[src/rtl/seqdet_pkg.sv]
// Shared helpers and default configuration constants for the programmable serial pattern detector.
package seqdet_pkg;

  function automatic int len_w(input int pat_w);
    return $clog2(pat_w + 1);
  endfunction

  localparam logic [3:0] PAT_1010 = 4'b1010;
  localparam int         LEN_4    = 4;

endpackage

[src/rtl/seqdet_prefix_match.sv]
// Combinational longest-suffix-equals-prefix search: returns the largest k whose last k
// history bits equal the first k pattern bits, scanning from the longest candidate down.
module seqdet_prefix_match
  import seqdet_pkg::*;
#(
  parameter int PAT_W = 4,
  parameter int LEN_W = len_w(PAT_W)
) (
  input  logic [PAT_W-1:0] h_next,
  input  logic [PAT_W-1:0] pattern,
  input  logic [LEN_W-1:0] len,
  input  logic             allow_full,
  input  logic             single_bit,
  output logic [LEN_W-1:0] next_state
);

  localparam int EXT_W = 2 ** LEN_W;

  logic [EXT_W-1:0] pat_ext_s;
  logic [LEN_W-1:0] idx_s;
  logic             hit_s;
  logic             found_s;
  logic             cand_ok_s;

  assign pat_ext_s = {{(EXT_W - PAT_W){1'b0}}, pattern};

  // Priority scan: the first (longest) admissible candidate that matches wins.
  always_comb begin
    next_state = '0;
    found_s    = 1'b0;
    hit_s      = 1'b0;
    idx_s      = '0;
    cand_ok_s  = 1'b0;
    for (int k = PAT_W; k >= 1; k--) begin
      cand_ok_s = (LEN_W'(k) <= len) && (allow_full || (LEN_W'(k) != len)) &&
                  (!single_bit || (k == 1));
      hit_s = 1'b1;
      for (int i = 0; i < PAT_W; i++) begin
        if (i < k) begin
          // history bit i (0 = newest) lines up with pattern bit len-k+i
          idx_s = len - LEN_W'(k) + LEN_W'(i);
          if (h_next[i] != pat_ext_s[idx_s]) begin
            hit_s = 1'b0;
          end else begin
            hit_s = hit_s;
          end
        end else begin
          hit_s = hit_s;
        end
      end
      if (!found_s && cand_ok_s && hit_s) begin
        next_state = LEN_W'(k);
        found_s    = 1'b1;
      end else begin
        found_s = found_s;
      end
    end
  end

endmodule

[src/rtl/seq_detect_prog.sv]
// Moore serial pattern detector with run-time pattern, length and overlap mode.
// Optional saturating match counter enabled by defining SEQDET_CNT_EN.
module seq_detect_prog
  import seqdet_pkg::*;
#(
  parameter int PAT_W = 4,
  parameter int CNT_W = 8
) (
  input  logic                         clk,
  input  logic                         rst_n,
  input  logic                         in_valid,
  input  logic                         in_bit,
  input  logic                         cfg_load,
  input  logic [PAT_W-1:0]             cfg_pattern,
  input  logic [$clog2(PAT_W+1)-1:0]   cfg_len,
  input  logic                         cfg_overlap,
  output logic                         match,
  output logic [$clog2(PAT_W+1)-1:0]   state_o,
  input  logic                         cnt_clr,
  output logic [CNT_W-1:0]             match_cnt
);

  localparam int LEN_W = len_w(PAT_W);

  logic [PAT_W-1:0] pattern_q, pattern_d;
  logic [LEN_W-1:0] len_q, len_d;
  logic             overlap_q, overlap_d;
  logic [LEN_W-1:0] state_q, state_d;
  logic [PAT_W-1:0] hist_q, hist_d;
  logic             match_q, match_d;

  logic             full_s;
  logic             restart_s;
  logic             accept_s;
  logic [PAT_W-1:0] hist_src_s;
  logic [PAT_W-1:0] h_next_s;
  logic [LEN_W-1:0] pm_state_s;
  logic [LEN_W-1:0] len_clamp_s;

  assign full_s      = (len_q != {LEN_W{1'b0}}) && (state_q == len_q);
  // Non-overlap restart: forget history and never re-use the just-completed match.
  assign restart_s   = full_s && !overlap_q;
  assign accept_s    = in_valid && !cfg_load && (len_q != {LEN_W{1'b0}});
  assign hist_src_s  = restart_s ? {PAT_W{1'b0}} : hist_q;
  assign h_next_s    = {hist_src_s[PAT_W-2:0], in_bit};
  assign len_clamp_s = (cfg_len > LEN_W'(PAT_W)) ? LEN_W'(PAT_W) : cfg_len;

  seqdet_prefix_match #(
    .PAT_W (PAT_W),
    .LEN_W (LEN_W)
  ) u_prefix_match (
    .h_next     (h_next_s),
    .pattern    (pattern_q),
    .len        (len_q),
    .allow_full (!restart_s),
    .single_bit (restart_s),
    .next_state (pm_state_s)
  );

  always_comb begin
    pattern_d = pattern_q;
    len_d     = len_q;
    overlap_d = overlap_q;
    state_d   = state_q;
    hist_d    = hist_q;
    if (cfg_load) begin
      pattern_d = cfg_pattern;
      len_d     = len_clamp_s;
      overlap_d = cfg_overlap;
      state_d   = '0;
      hist_d    = '0;
    end else if (accept_s) begin
      state_d = pm_state_s;
      hist_d  = h_next_s;
    end else begin
      state_d = state_q;
      hist_d  = hist_q;
    end
    match_d = (len_d != {LEN_W{1'b0}}) && (state_d == len_d);
  end

  always_ff @(posedge clk or negedge rst_n) begin
    if (!rst_n) begin
      pattern_q <= '0;
      len_q     <= '0;
      overlap_q <= 1'b1;
      state_q   <= '0;
      hist_q    <= '0;
      match_q   <= 1'b0;
    end else begin
      pattern_q <= pattern_d;
      len_q     <= len_d;
      overlap_q <= overlap_d;
      state_q   <= state_d;
      hist_q    <= hist_d;
      match_q   <= match_d;
    end
  end

  assign match   = match_q;
  assign state_o = state_q;

`ifdef SEQDET_CNT_EN
  logic [CNT_W-1:0] cnt_q, cnt_d;

  // Saturating count of completed matches; clear has priority.
  always_comb begin
    cnt_d = cnt_q;
    if (cnt_clr) begin
      cnt_d = '0;
    end else if (accept_s && (pm_state_s == len_q) && (cnt_q != {CNT_W{1'b1}})) begin
      cnt_d = cnt_q + CNT_W'(1);
    end else begin
      cnt_d = cnt_q;
    end
  end

  always_ff @(posedge clk or negedge rst_n) begin
    if (!rst_n) begin
      cnt_q <= '0;
    end else begin
      cnt_q <= cnt_d;
    end
  end

  assign match_cnt = cnt_q;
`else
  logic unused_cnt_clr_s;
  assign unused_cnt_clr_s = cnt_clr;
  assign match_cnt        = '0;
`endif

endmodule

[config.mk]
export PLATFORM = sky130hd
export DESIGN_NAME = seq_detect_prog
export DESIGN_NICKNAME = d
export VERILOG_FILES = /design/src/rtl/seqdet_pkg.sv /design/src/rtl/seqdet_prefix_match.sv /design/src/rtl/seq_detect_prog.sv
export SDC_FILE = /design/constraint.sdc
export NUM_CORES = 1
export LEC_CHECK = 0
export ABC_AREA = 1
export CAP_MARGIN = 25
export CORE_ASPECT_RATIO = 0.6
export CORE_MARGIN = 10
export CORE_UTILIZATION = 52
export DETAILED_ROUTE_END_ITERATION = 6
export PLACE_DENSITY_LB_ADDON = 0.05
export SYNTH_ARGS = -nofsm -noshare
export SYNTH_HDL_FRONTEND = slang
export SYNTH_SLANG_ARGS = --single-unit
export TNS_END_PERCENT = 30
[constraint.sdc]
create_clock -name clk -period 2.3 [get_ports clk]
set_input_delay 0.23 -clock clk [delete_from_list [all_inputs] [get_ports clk]]
set_output_delay 0.23 -clock clk [all_outputs]
set_load 0.02 [all_outputs]
==> summary.md <==
| Metric | Value |
|---|---|
| Detailed Route WL | `3670 um` |
| Required @ worst endpoint | `2.45 ns` |
| Inserted Diodes | `0` |
| Final setup fails | `0` |
| Starting density of the core | `55.82%` |
| Worst Path Max Fanout | `4` |
| PwrDens | `571.2 nW/um2` |
| GRT busiest layer | `met2` |
| Placeable Area | `roughly 2600 um2` |
| Simple-Gate Fraction of Synth Area | `45.40%` |
| Synth top cells by count | `nand2_1 (84), inv_1 (20), nand3_1 (19)` |
| Clock skew | `between 0.001 and 0.0015 ns` |
| Critical path arrival | `between 2 and 2.5 ns` |
| Setup CP Type | `flop to flop` |
| Post-synthesis mux area share | `0%` |
| Largest net degree at the start of global routing | `16` |
| All-layer global routing usage | `approximately 14%` |
| Number of detailed-route iterations in the first pass | `4` |
| Pre-CTS setup slack | `between 0.1 and 0.15 ns` |
| Final Hold Viols | `0` |
| Initial antenna violation count | `0` |
| HPWL Detailed | `2941 um` |
| # IOs | `26` |
| Synth area leader | `dfrtp_1` |
| Vias in the first global route | `1332` |
| Num CTS Buffers | `3` |
| Die Wd | `87.65 um` |
| Via count | `1375` |
| Peak VDD IR | `between 300 and 400 uV` |
| Post-synthesis adder-cell area fraction | `8.764%` |
| Nets | `266` |
| #FFs+latches synth | `15` |
| Synth top area cells | `dfrtp_1 (25%), nand2_1 (22%), ha_1 (8.8%)` |
| RSZ-0062 raised after global routing | `false` |
| Placer Congestion | `roughly 0.93` |
| Area Overhead vs Synth | `18.76%` |
| Xor and xnor area share after synthesis | `2.454%` |
| Clock tree root buffer cell | `clkbuf_8` |
| DR vias/cell | `a little over 5` |
| Post-DR wirelength/cell | `13.44 um` |
| Lkg Pwr | `0.8979 nW` |
| M2 GR Usage | `22.42%` |
| Avg Cell Area, Syn | `6.549 um2` |
| Top_reg_cell synth | `dfrtp_1` |
| Min Tclk post-route | `2.109 ns` |
| Clk slew on worst S/H paths | `around 0.070 ns` |
| First-pass GRT wire length | `6085 um` |
| Placed cell area | `approximately 1600 um2` |
| Fin crit share | `between 90 and 100%` |
| Row count | `14` |
| Die Height | `60.59 um` |
| Overflow after GRT | `0` |
| Most numerous cell in the Yosys netlist | `nand2_1` |
| Complex-gate fraction of the synthesized area | `4.382%` |
| Post-CTS sizing | `0` |
| Clock Tree Buf Depth | `2` |
| Yosys warnings | `0` |
| Setup bufs post-CTS | `0` |
| DRC Markers | `0` |
| Slew HR | `about 52%` |
| Mapped Area | `between 1000 and 1500 um2` |
| Startpoint types | `flop` |
| Routed Antenna Nets | `0` |
| Worst-Margin Slew | `0.7159 ns` |
| Skew-Pair Late Insertion Delay | `roughly 0.25 ns` |
| Cells after Synth | `between 200 and 250` |
| GRT met1 Usage | `19.30%` |
| Die area | `5310 um2` |
| Post-CTS Hold Fix Bufs | `0` |
| Share of post-route cells with drive strength above 1 | `15.35%` |
| Largest family of logic cells by synthesized area | `simple AND/OR/NAND/NOR gates` |
| Port bufs | `16` |
| Share of the synthesized area in the top cell type | `24.54%` |
| CTS tree | `done` |
| CTS Sinks | `15` |
| Min-Delay Path Class | `input port to async pin` |
| Outcome | `complete, no violations` |
| 1st-iter DRT viols | `169` |
| Total Neg Setup Slack | `0 ns` |
| CP Capture Type | `flop` |
| Slew Limit Fails | `0` |
| Max cap viols | `0` |
| H-tree depth | `1` |
| Distinct cell type count after synthesis | `26` |
| FFs w/ async S/R, synth | `100.0%` |
| Number of flops mapped to enable cells by yosys | `0` |
| Fmax | `474.3 MHz` |
| Seq/Total Area, Yosys | `26.38%` |
| GR Util met3 | `about 4.4%` |
| Setup WS post-layout | `~0.19 ns` |
| Final instance area | `1695 um2` |
==> cells by family after synthesis <==
group                      count (synthesis)
and+or+nand+nor                          141
buffers and inverters                     35
DFF                                       15
AOI/OAI and AO/OA                         12
adders and majority gates                 10
xor gates and xnor gates                   4
other                                      1
==> area by class of cell <==
type                            count  area [um2]
Fill cell                         225       862.1
Inverter                           24       90.09
Clock buffer                        4       45.04
Multi-Input combinational cell    175       928.4
Timing Repair Buffer               23       212.7
Tap cell                           32       40.04
Sequential cell                    15       379.1
==> path summary, 6_finish.rpt <==
kind,start,to,slack [ns],cells after the start
min in group clk,cfg_pattern[3],pattern_q[3]$_DFFE_PN0P_,0.51,3
max reg2reg,len_q[0]$_DFF_PN0_,match$_DFF_PN0_,0.19,15
max in group asynchronous,rst_n,len_q[0]$_DFF_PN0_,1.40,1
min reg2reg,pattern_q[0]$_DFFE_PN0P_,pattern_q[0]$_DFFE_PN0P_,0.52,2
min,rst_n,state_o[0]$_DFF_PN0_,0.40,1
max,len_q[0]$_DFF_PN0_,match$_DFF_PN0_,0.19,15
==> state kept, by name, indices dropped and copies added (netlist names) <==
name and cells:
pattern_q 4, hist_q 3, len_q 3, state_o 3, match 1, overlap_q 1
==> critical path, cell delays in order, from the launching register on <==
cell	delay (ns)
dfrtp_2	0.44
ha_1	0.25
ha_4	0.31
nor2_1	0.05
nand2_1	0.08
nand2_2	0.07
nand2_1	0.06
nand3_1	0.07
nor2_2	0.11
nand3_2	0.11
nand2_1	0.08
nand3_1	0.11
nand2_2	0.10
nand2_1	0.05
nand2_1	0.06
nor2_1	0.05
==> layout by cell type (no fill, tap or decap), types with 2 or more instances in the layout <==
master / n
a21oi_1: 3
buf_4: 7
clkbuf_8: 3
clkdlybuf4s50_1: 16
conb_1: 8
dfrtp_1: 12
dfrtp_2: 2
ha_1: 8
ha_4: 2
inv_1: 20
inv_2: 3
nand2_1: 84
nand2_2: 9
nand3_1: 19
nand3_2: 5
nand4_1: 4
nor2_1: 13
nor2_2: 2
nor2_4: 2
o21ai_0: 7
o22ai_1: 2
xnor2_1: 2
xor2_1: 2
==> layer usage <==
layer / vias to the layer above / part of all wire, % / wire, um
li1: 712 / - / -
met1: 619 / 50 / 1823
met2: 39 / 42 / 1536
met3: 5 / 7.6 / 280
met4: 0 / 0.79 / 29
met5: - / 0 / 0
==> where the power goes <==
part / switching, mW / internal [mW] / total [mW]
clock network: 0.104 / 0.123 / 0.227
logic: 0.265 / 0.167 / 0.432
registers: 0.0219 / 0.288 / 0.310
==> stage by stage <==
step / std cells / util (%) / hold WS [ns] / power [mW]
2_1_floorplan: 225 / - / -0.06559 / 0.6217
3_3_place_gp: 269 / 63.36 / 0.5020 / 0.7170
3_5_place_dp: 269 / 63.36 / 0.5060 / 0.7304
4_1_cts: 273 / 65.12 / 0.4346 / 0.9566
5_1_grt: 273 / 66.29 / 0.4665 / 1.040
6_report: 273 / 66.29 / 0.4039 / 0.9685
No activity file was read; power rests on OpenSTA's default activity.
